<file path="src/rtl/conv2d_kernel_scheduler_if.sv">
// ---------------------------------------------------------------------------
// conv2d_kernel_scheduler_if
//  Handshake bundle between the Conv2d layer scheduler and the blocks it
//  sequences: the kernel BRAM controller (load / read-address advance) and
//  the MAC engine (per-input-channel start / done).
//
//  Signals
//   load_BRAM_dina     sched -> bram  1-cycle pulse: load one kernel set
//   last_loading_1ker  bram  -> sched kernel-load complete strobe
//   update_BRAM_doutb  sched -> bram  1-cycle pulse: advance read address
//   last_channel       bram  -> sched read-address wrap strobe
//   mac_start          sched -> mac   1-cycle pulse: process current channel
//   mac_done           mac   -> sched current channel finished
//
//  Modports
//   master : the scheduler side
//   slave  : the kernel BRAM controller / MAC engine side
// ---------------------------------------------------------------------------
interface conv2d_kernel_scheduler_if;

   logic load_BRAM_dina;
   logic last_loading_1ker;
   logic update_BRAM_doutb;
   logic last_channel;
   logic mac_start;
   logic mac_done;

   modport master (
      output load_BRAM_dina,
      output update_BRAM_doutb,
      output mac_start,
      input  last_loading_1ker,
      input  last_channel,
      input  mac_done
   );

   modport slave (
      input  load_BRAM_dina,
      input  update_BRAM_doutb,
      input  mac_start,
      output last_loading_1ker,
      output last_channel,
      output mac_done
   );

endinterface

</file>
<file path="src/rtl/conv2d_kernel_scheduler.sv">
// ---------------------------------------------------------------------------
// conv2d_kernel_scheduler
//  Layer-level sequencer for the Conv2d kernel path. For every output channel
//  it requests one full kernel load from the kernel BRAM controller, then
//  steps the MAC engine through every input channel, advancing the kernel
//  read address between channels. layer_done pulses after the last output
//  channel. All outputs are registered (Moore): each is a flop loaded from a
//  decode of the next state.
//
//  Parameters
//   CH_W     width of channel counts and indices
//   ADV_GAP  cycles from an update_BRAM_doutb pulse to the next action; must
//            be >= 4 so the kernel BRAM controller is idle again in time
//
//  Ports
//   clk           clock
//   Reset         synchronous, active-low reset
//   start         1-cycle pulse, sampled only while idle
//   channel_size  input channels per kernel, latched on accepted start
//   num_out_ch    output channels in the layer, latched on accepted start
//   kif           handshake bundle to kernel BRAM controller and MAC engine
//   busy          high from accepted start through the layer_done cycle
//   layer_done    1-cycle pulse at end of layer
//   out_ch_idx    current output channel, 0-based
//   in_ch_idx     current input channel, 0-based
//   seq_err       sticky: last_channel disagreed with the internal count
// ---------------------------------------------------------------------------
module conv2d_kernel_scheduler #(
   parameter int CH_W    = 9,
   parameter int ADV_GAP = 4
) (
   input  logic                              clk,
   input  logic                              Reset,
   input  logic                              start,
   input  logic [CH_W-1:0]                   channel_size,
   input  logic [CH_W-1:0]                   num_out_ch,
   conv2d_kernel_scheduler_if.master         kif,
   output logic                              busy,
   output logic                              layer_done,
   output logic [CH_W-1:0]                   out_ch_idx,
   output logic [CH_W-1:0]                   in_ch_idx,
   output logic                              seq_err
);

   // The gap counter runs 0 .. ADV_GAP-2 while in S_GAP, so S_GAP lasts
   // ADV_GAP-1 cycles and the next action lands ADV_GAP cycles after the
   // update pulse.
   localparam int              GAP_W    = (ADV_GAP > 2) ? $clog2(ADV_GAP - 1) : 1;
   localparam logic [GAP_W-1:0] GAP_LAST = GAP_W'(ADV_GAP - 2);
   localparam logic [GAP_W-1:0] GAP_ZERO = {GAP_W{1'b0}};
   localparam logic [GAP_W-1:0] GAP_ONE  = {{(GAP_W-1){1'b0}}, 1'b1};
   localparam logic [CH_W-1:0]  CH_ZERO  = {CH_W{1'b0}};
   localparam logic [CH_W-1:0]  CH_ONE   = {{(CH_W-1){1'b0}}, 1'b1};

   typedef enum logic [3:0] {
      S_IDLE      = 4'd0,
      S_REQ_LOAD  = 4'd1,
      S_WAIT_LOAD = 4'd2,
      S_MAC_START = 4'd3,
      S_WAIT_MAC  = 4'd4,
      S_ADV       = 4'd5,
      S_GAP       = 4'd6,
      S_NEXT_OC   = 4'd7,
      S_DONE      = 4'd8
   } state_e;

   state_e           state_q,      state_d;
   logic [CH_W-1:0]  cs_q,         cs_d;
   logic [CH_W-1:0]  noc_q,        noc_d;
   logic [CH_W-1:0]  out_idx_q,    out_idx_d;
   logic [CH_W-1:0]  in_idx_q,     in_idx_d;
   logic [GAP_W-1:0] gap_q,        gap_d;
   logic             lc_seen_q,    lc_seen_d;
   logic             seq_err_q,    seq_err_d;
   logic             load_q,       load_d;
   logic             upd_q,        upd_d;
   logic             mac_q,        mac_d;
   logic             busy_q,       busy_d;
   logic             done_q,       done_d;

   logic             zero_start_s;
   logic             is_last_s;
   logic             lc_eff_s;

   // Next-state, counter and registered-output decode.
   always_comb begin
      state_d      = state_q;
      cs_d         = cs_q;
      noc_d        = noc_q;
      out_idx_d    = out_idx_q;
      in_idx_d     = in_idx_q;
      gap_d        = gap_q;
      lc_seen_d    = lc_seen_q;
      seq_err_d    = seq_err_q;
      zero_start_s = 1'b0;
      is_last_s    = (in_idx_q == (cs_q - CH_ONE));
      // The strobe may arrive on the very cycle the gap ends.
      lc_eff_s     = lc_seen_q | kif.last_channel;

      case (state_q)
         S_IDLE: begin
            if (start == 1'b1) begin
               if ((channel_size != CH_ZERO) && (num_out_ch != CH_ZERO)) begin
                  cs_d      = channel_size;
                  noc_d     = num_out_ch;
                  out_idx_d = CH_ZERO;
                  in_idx_d  = CH_ZERO;
                  seq_err_d = 1'b0;
                  state_d   = S_REQ_LOAD;
               end else begin
                  // Empty layer: report completion without touching the datapath.
                  zero_start_s = 1'b1;
               end
            end else begin
               state_d = S_IDLE;
            end
         end

         S_REQ_LOAD: begin
            state_d = S_WAIT_LOAD;
         end

         S_WAIT_LOAD: begin
            if (kif.last_loading_1ker == 1'b1) begin
               state_d = S_MAC_START;
            end else begin
               state_d = S_WAIT_LOAD;
            end
         end

         S_MAC_START: begin
            // mac_done is not looked at here, so a stale done from the
            // previous channel cannot skip the current one.
            state_d = S_WAIT_MAC;
         end

         S_WAIT_MAC: begin
            if (kif.mac_done == 1'b1) begin
               state_d = S_ADV;
            end else begin
               state_d = S_WAIT_MAC;
            end
         end

         S_ADV: begin
            gap_d     = GAP_ZERO;
            lc_seen_d = 1'b0;
            state_d   = S_GAP;
         end

         S_GAP: begin
            lc_seen_d = lc_eff_s;
            if (gap_q == GAP_LAST) begin
               // The internal count decides the sequence; the strobe only
               // flags a disagreement.
               if (lc_eff_s != is_last_s) begin
                  seq_err_d = 1'b1;
               end else begin
                  seq_err_d = seq_err_q;
               end
               if (is_last_s == 1'b1) begin
                  in_idx_d = CH_ZERO;
                  state_d  = S_NEXT_OC;
               end else begin
                  in_idx_d = in_idx_q + CH_ONE;
                  state_d  = S_MAC_START;
               end
            end else begin
               gap_d = gap_q + GAP_ONE;
            end
         end

         S_NEXT_OC: begin
            if (out_idx_q == (noc_q - CH_ONE)) begin
               state_d = S_DONE;
            end else begin
               out_idx_d = out_idx_q + CH_ONE;
               state_d   = S_REQ_LOAD;
            end
         end

         S_DONE: begin
            state_d = S_IDLE;
         end

         default: begin
            state_d = S_IDLE;
         end
      endcase

      // Outputs are decoded from the state being entered so that each
      // registered pulse lines up with its state.
      load_d = (state_d == S_REQ_LOAD);
      mac_d  = (state_d == S_MAC_START);
      upd_d  = (state_d == S_ADV);
      done_d = (state_d == S_DONE) | zero_start_s;
      busy_d = (state_d != S_IDLE);
   end

   // State, configuration, counter and output registers.
   always_ff @(posedge clk) begin
      if (Reset == 1'b0) begin
         state_q   <= S_IDLE;
         cs_q      <= CH_ZERO;
         noc_q     <= CH_ZERO;
         out_idx_q <= CH_ZERO;
         in_idx_q  <= CH_ZERO;
         gap_q     <= GAP_ZERO;
         lc_seen_q <= 1'b0;
         seq_err_q <= 1'b0;
         load_q    <= 1'b0;
         upd_q     <= 1'b0;
         mac_q     <= 1'b0;
         busy_q    <= 1'b0;
         done_q    <= 1'b0;
      end else begin
         state_q   <= state_d;
         cs_q      <= cs_d;
         noc_q     <= noc_d;
         out_idx_q <= out_idx_d;
         in_idx_q  <= in_idx_d;
         gap_q     <= gap_d;
         lc_seen_q <= lc_seen_d;
         seq_err_q <= seq_err_d;
         load_q    <= load_d;
         upd_q     <= upd_d;
         mac_q     <= mac_d;
         busy_q    <= busy_d;
         done_q    <= done_d;
      end
   end

   assign kif.load_BRAM_dina    = load_q;
   assign kif.update_BRAM_doutb = upd_q;
   assign kif.mac_start         = mac_q;
   assign busy                  = busy_q;
   assign layer_done            = done_q;
   assign out_ch_idx            = out_idx_q;
   assign in_ch_idx             = in_idx_q;
   assign seq_err               = seq_err_q;

endmodule
</file>
<file path="src/flat_wrapper.sv">
// flat-port wrapper written by rule: the top's interface ports become plain ports
module conv2d_kernel_scheduler_flat 
#(
   parameter int CH_W    = 9,
   parameter int ADV_GAP = 4
)
  (clk, Reset, start, channel_size, num_out_ch, busy, layer_done, out_ch_idx, in_ch_idx, seq_err, kif_load_BRAM_dina, kif_update_BRAM_doutb, kif_mac_start, kif_last_loading_1ker, kif_last_channel, kif_mac_done);
  conv2d_kernel_scheduler_if kif_i ();
  input  logic clk;
  input  logic Reset;
  input  logic start;
  input  logic [CH_W-1:0] channel_size;
  input  logic [CH_W-1:0] num_out_ch;
  output logic busy;
  output logic layer_done;
  output logic [CH_W-1:0] out_ch_idx;
  output logic [CH_W-1:0] in_ch_idx;
  output logic seq_err;
  output wire logic [$bits(kif_i.load_BRAM_dina)-1:0] kif_load_BRAM_dina;
  output wire logic [$bits(kif_i.update_BRAM_doutb)-1:0] kif_update_BRAM_doutb;
  output wire logic [$bits(kif_i.mac_start)-1:0] kif_mac_start;
  input wire logic [$bits(kif_i.last_loading_1ker)-1:0] kif_last_loading_1ker;
  input wire logic [$bits(kif_i.last_channel)-1:0] kif_last_channel;
  input wire logic [$bits(kif_i.mac_done)-1:0] kif_mac_done;
  assign kif_load_BRAM_dina = kif_i.load_BRAM_dina;
  assign kif_update_BRAM_doutb = kif_i.update_BRAM_doutb;
  assign kif_mac_start = kif_i.mac_start;
  assign kif_i.last_loading_1ker = kif_last_loading_1ker;
  assign kif_i.last_channel = kif_last_channel;
  assign kif_i.mac_done = kif_mac_done;
  conv2d_kernel_scheduler #(.CH_W(CH_W), .ADV_GAP(ADV_GAP)) u_core (.clk(clk), .Reset(Reset), .start(start), .channel_size(channel_size), .num_out_ch(num_out_ch), .kif(kif_i), .busy(busy), .layer_done(layer_done), .out_ch_idx(out_ch_idx), .in_ch_idx(in_ch_idx), .seq_err(seq_err));
endmodule
</file>
<file path="config.mk">
export PLATFORM = sky130hd
export DESIGN_NAME = conv2d_kernel_scheduler_flat
export DESIGN_NICKNAME = d
export VERILOG_FILES = /design/src/rtl/conv2d_kernel_scheduler_if.sv /design/src/rtl/conv2d_kernel_scheduler.sv /design/src/flat_wrapper.sv
export SDC_FILE = /design/constraint.sdc
export NUM_CORES = 1
export LEC_CHECK = 0
export CORE_ASPECT_RATIO = 0.9
export CORE_MARGIN = 2
export CORE_UTILIZATION = 30
export DETAILED_ROUTE_END_ITERATION = 8
export GPL_TIMING_DRIVEN = 0
export PLACE_DENSITY_LB_ADDON = 0.1
export SYNTH_ARGS = -nofsm -noshare
export SYNTH_HDL_FRONTEND = slang
export SYNTH_SLANG_ARGS = --single-unit
</file>
<file path="constraint.sdc">
create_clock -name clk -period 2.5 [get_ports clk]
set_clock_uncertainty 0.1 [all_clocks]
set_input_delay 0.625 -clock clk [delete_from_list [all_inputs] [get_ports clk]]
set_output_delay 0.625 -clock clk [all_outputs]
set_load 0.01 [all_outputs]
</file>
Word-level counts from Yosys, hierarchy flattened
Index checks and enable logic that the tools add are counted.
Storage, ports and cells
  logic and storage cells: 80
  input port bits: 24
  register bits after elaboration: 49
  output and inout port bits: 24
Cells by class
  add/subtract/negate cells: 5
  reduce and logical (&&, ||, !) cells: 13
  equality and inequality tests: 21
  muxes and demuxes: 26
  bitwise operators: 2
Operators with widths (number)
  two-way mux 9 bit: 5
  case mux 9 bit (2 select lines): 2
  case mux 4 bit (8 select lines): 1
  == test 4 x 3 -> 1 bit, second input constant: 5
  adder 9 x 1 -> 9 bit, second input constant: 2
  == test 9 bit: 2
  nonzero test 9 bit: 2
  subtractor 9 x 1 -> 9 bit, second input constant: 2
  two-way mux 4 bit: 4
  == test 4 x 2 -> 1 bit, second input constant: 3
  two-way mux 1 bit: 9
  == test 4 x 1 -> 1 bit, second input constant: 2
  AND reduction 4 bit: 2
  inequality test 2 x 1 -> 1 bit, second input constant: 3
  inequality test 2 bit, second input constant: 3
  nonzero test 2 bit: 3
  AND reduction 5 bit: 1
  == test 4 bit, second input constant: 1
  logical NOT 4 bit: 1
  case mux 1 bit (2 select lines): 2
  case mux 2 bit (2 select lines): 1
  nonzero test 4 bit: 1
  two-way mux 3 bit: 1
  AND reduction 3 bit: 1
  other kinds (7): 8

Depth between registers and ports, before layout
  word-level depth: 7
  mapped depth: 11
  mapped depth without buffers: 9

Worst setup path before layout
No wires, ideal clock.
  path type: reg2reg
  from: register u_core.noc_q[0]
  to: register u_core.out_idx_q[8] (netlist: u_core.out_ch_idx[8])
  setup slack: -0.122 ns
  buffers on the path: 1
  stages on the path, launching flop included: 11
  period minus slack after synthesis: 2.622 ns
  setup time: 0.071 ns
  arrival time: 2.451 ns
  required time: 2.329 ns
  cells stage by stage: dfxtp_1 inv_1 ha_1 or3b_4 o31a_1 or3b_1 a31oi_2 o31ai_2 buf_6 or3_1 a21oi_1
Between the ends
  cells in the longest elaborated chain, start to end: 4
RTL lines
  from (decl): line conv2d_kernel_scheduler.sv:69  | logic [CH_W-1:0] noc_q, noc_d;
  from (signal assigned): line conv2d_kernel_scheduler.sv:219  | noc_q <= noc_d;
  subtractor 9 x 1 -> 9 bit: line conv2d_kernel_scheduler.sv:174  | if (out_idx_q == (noc_q - CH_ONE)) begin
  == test 9 bit: line conv2d_kernel_scheduler.sv:174
  inequality test 2 bit (no line)
  AND reduction 4 bit (no line)
  to (signal assigned): line conv2d_kernel_scheduler.sv:220  | out_idx_q <= out_idx_d;
  to (decl): line conv2d_kernel_scheduler.sv:70  | logic [CH_W-1:0] out_idx_q, out_idx_d;
Every way passes these cells.
A chain may end at the register's enable or synchronous reset.

Worst setup path in the final report
  from: register u_core.noc_q[0]
  to: register u_core.out_idx_q[3] (netlist: u_core.out_ch_idx[3])
Same word-level chain as after synthesis.

==> results.toml <==
[min_path]
hold_depth = 1
min_to = "u_core.seq_err"
hold_class = "reg2reg"
hold_start = "u_core.seq_err"

[routing]
dr_total_vias = 2810
drc = 0
dr.pass1.iters = 4
antenna_left = 0
vias_per_cell = 5.09
wl_per_cell_microns = 15.1
drt_iter0_markers = 92
drt-total-wl_mm = 8.36

[place]
port_buffers = 47
place_congestion = 0.768
dp_hpwl_mm = 6.06
dpl_cell_area_sq_um = 3570

[cells_and_area]
antenna_cells = 0
drive_gt1_frac = 0.207
nets = 454
synthToLayoutAreaGrowth_pct = 40.5
fin_area_sq_um = 4110

[power]
p_leak_uw = 0.00143
pwr_density_cell_nw_per_um2 = 541
ir_worst_vdd_mv = 0.266

[global_routing]
use_met1 = 0.244
grt_pass1_wl_mm = 13.5
busiest_layer = "met1"
grt_use_total = 0.161
use_met3 = 0.0288
use_met2 = 0.231
antenna_found_initial = 0
grt_pass1_vias = 2575
grt_max_degree = 16
grt.overflow.total = 0

[clocking]
cts_tree = "yes"
hold_buffers = 0
insertion_delay_ps = 310
cts.clk_slew.worst_paths_ps = 100
htree_num_levels = 2
cts_root_buf = "clkbuf_8"
cts_buffers = 5
cts.sinks = 49
cts.path.max_buffers = 2

[worst_setup_path]
cp_max_fo = 5
r2r_setup_slack_ps = -140
crit_slowest_cell = "or3b_4"
timing.rr.end = "u_core.out_ch_idx[3]"
path_cells = "inv_4 -> ha_4 -> or3b_4 -> o31a_1 -> or3b_4 -> a31oi_4 -> o31ai_4 -> buf_6 -> or3_1 -> a21oi_1"
slowest_delay_ps = 390
path_common_cell = "or3b_4"
start_kind = "flip-flop"
worstPathArrival_ps = 2790
cp-end-kind = "flip-flop"
critPathKind = "reg2reg"
r2r_cells = 10
r2r_start = "u_core.noc_q[0]"
required_ps = 2650

[sta]
fmax_ghz = 0.379
min_period_over_period = 1.06
tns_ps = -1020
rsz0062_at_grt = "yes"
drv_slew = 0
setup_ws_ps = -142
post-route-min-period_ps = 2640
worst_pin_slew_ps = 657
max_slew_margin = 0.561
final-hold-violation-count = 0
setup_viol = 14

[die]
dieArea_sq_um = 10500
row_count = 34
die-height_microns = 97.6
initial_utilization = 0.305
design.core.area_sq_um = 9570
die_x_microns = 108
io_pins = 48

[synthesis]
synth_area_leader_cell = "dfxtp_1"
syn_area_sq_um = 2920
synth.avg_cell_area_sq_um = 8.23
seq_area_frac_synth = 0.336
synth_cells = 355
ys.flop_type = "dfxtp_1"
syn_nets = 384
ys_seq_elements = 49
synthTopCellsByArea = "dfxtp_1, mux2i_1, nor2b_1"
async_reset_ff_frac = 0
yosys_warnings = 0
yosysUniqueCellTypes = 60
synth_edf_count = 0
synth_top_area_frac = 0.336

[run]
max_cap_violations = 0

[status]
failed_checks = "negative setup slack"
status = "finished, violations left"
cells by family after synthesis:
logic type / count (synthesis) / share of synthesized area
multiplexers: 18 / 0.0616
AND/OR/NAND/NOR: 154 / 0.292
buffers and inverters: 29 / 0.0454
AO/OA/AOI/OAI: 81 / 0.188
adder cells (fa/ha/maj): 5 / 0.0214
XOR/XNOR: 19 / 0.0569
flip-flops: 49 / 0.336
cell usage after synthesis, drive strengths merged, types with 8 or more instances:
library cell,count
buf,8
or3,11
mux2i,18
dfxtp,49
o21ai,19
nor2b,22
a21oi,19
nand3,13
clkbuf,9
nand2,30
inv,12
nor3,11
xnor2,14
nor2,22
per-stage QoR:
stage | total power (uW) | utilization | worst slack [ps] | cells | hold slack (ps)
2_1_floorplan | 1260 | - | -76.8 | 355 | 408
3_3_place_gp | 1410 | 0.373 | -990 | 528 | 417
3_5_place_dp | 1420 | 0.373 | -987 | 528 | 384
4_1_cts | 2180 | 0.408 | -155 | 548 | 426
5_1_grt | 2350 | 0.429 | -252 | 552 | 476
6_report | 2220 | 0.429 | -142 | 552 | 427
timing repair:
item / 4_1_cts / 5_1_grt
pin swaps: 16 / 4
cloned: 2 / 0
endpoints found under the setup margin: 44 / 26
resized for setup: 32 / 37
setup buffers: 11 / 6
routing by layer:
metal  wire length (microns)  vias up
met4                      61        0
met5                       0        -
li1                        -     1424
met1                    4380     1332
met2                    3580       48
met3                     332        6
layout by cell type, fill, tap and decap left out, types with 6 or more instances in the layout:
master           instances
a21oi_1                 16
a31oi_1                  6
and2_1                   6
buf_4                   16
buf_6                    6
clkbuf_8                 6
clkdlybuf4s50_1         45
dfxtp_1                 45
inv_1                   10
mux2i_1                 18
nand2_1                 29
nand3_1                 10
nor2_1                  19
nor2b_1                 21
nor3_1                   8
o21ai_0                 17
or3_1                    8
xnor2_1                 14
power by group:
group	switching [uW]	internal (uW)
Sequential	58.1	829
Clock	290	398
Combinational	319	328
Total	667	1560
state kept, by name, indices dropped and copies added, names as in the netlist, 2 cells and up:
| signal | cells |
|---|---|
| u_core.in_ch_idx | 9 |
| u_core.out_ch_idx | 9 |
| u_core.cs_q | 9 |
| u_core.noc_q | 9 |
| u_core.state_q | 4 |
| u_core.gap_q | 2 |
critical path, delay by kind of cell (launching register included):
family	cells	cell delay, ps
flip-flops	1	360
adder cells (fa/ha/maj)	1	120
AO/OA/AOI/OAI	4	710
AND/OR/NAND/NOR	3	1080
buffers and inverters	2	220
worst max-delay path by stage:
stage	startpoint	slack, ps	to
floorplan	u_core.noc_q[0]	-80	u_core.out_ch_idx[4]
global placement	channel_size[8]	-990	u_core.seq_err
detailed placement	channel_size[8]	-990	u_core.seq_err
CTS	u_core.noc_q[0]	-160	u_core.out_ch_idx[3]
global route	u_core.noc_q[0]	-250	u_core.out_ch_idx[3]
finish	u_core.noc_q[0]	-140	u_core.out_ch_idx[3]
area by class of cell:
cell class | count | area [sq um]
Fill cell | 982 | 5460
Multi-Input combinational cell | 277 | 2060
Sequential cell | 49 | 993
Timing Repair Buffer | 66 | 619
Tap cell | 126 | 158
Buffer | 14 | 96.3
Clock buffer | 5 | 68.8
Clock inverter | 3 | 65.1
Inverter | 12 | 47.5
Power figures use the tool's default switching activity.
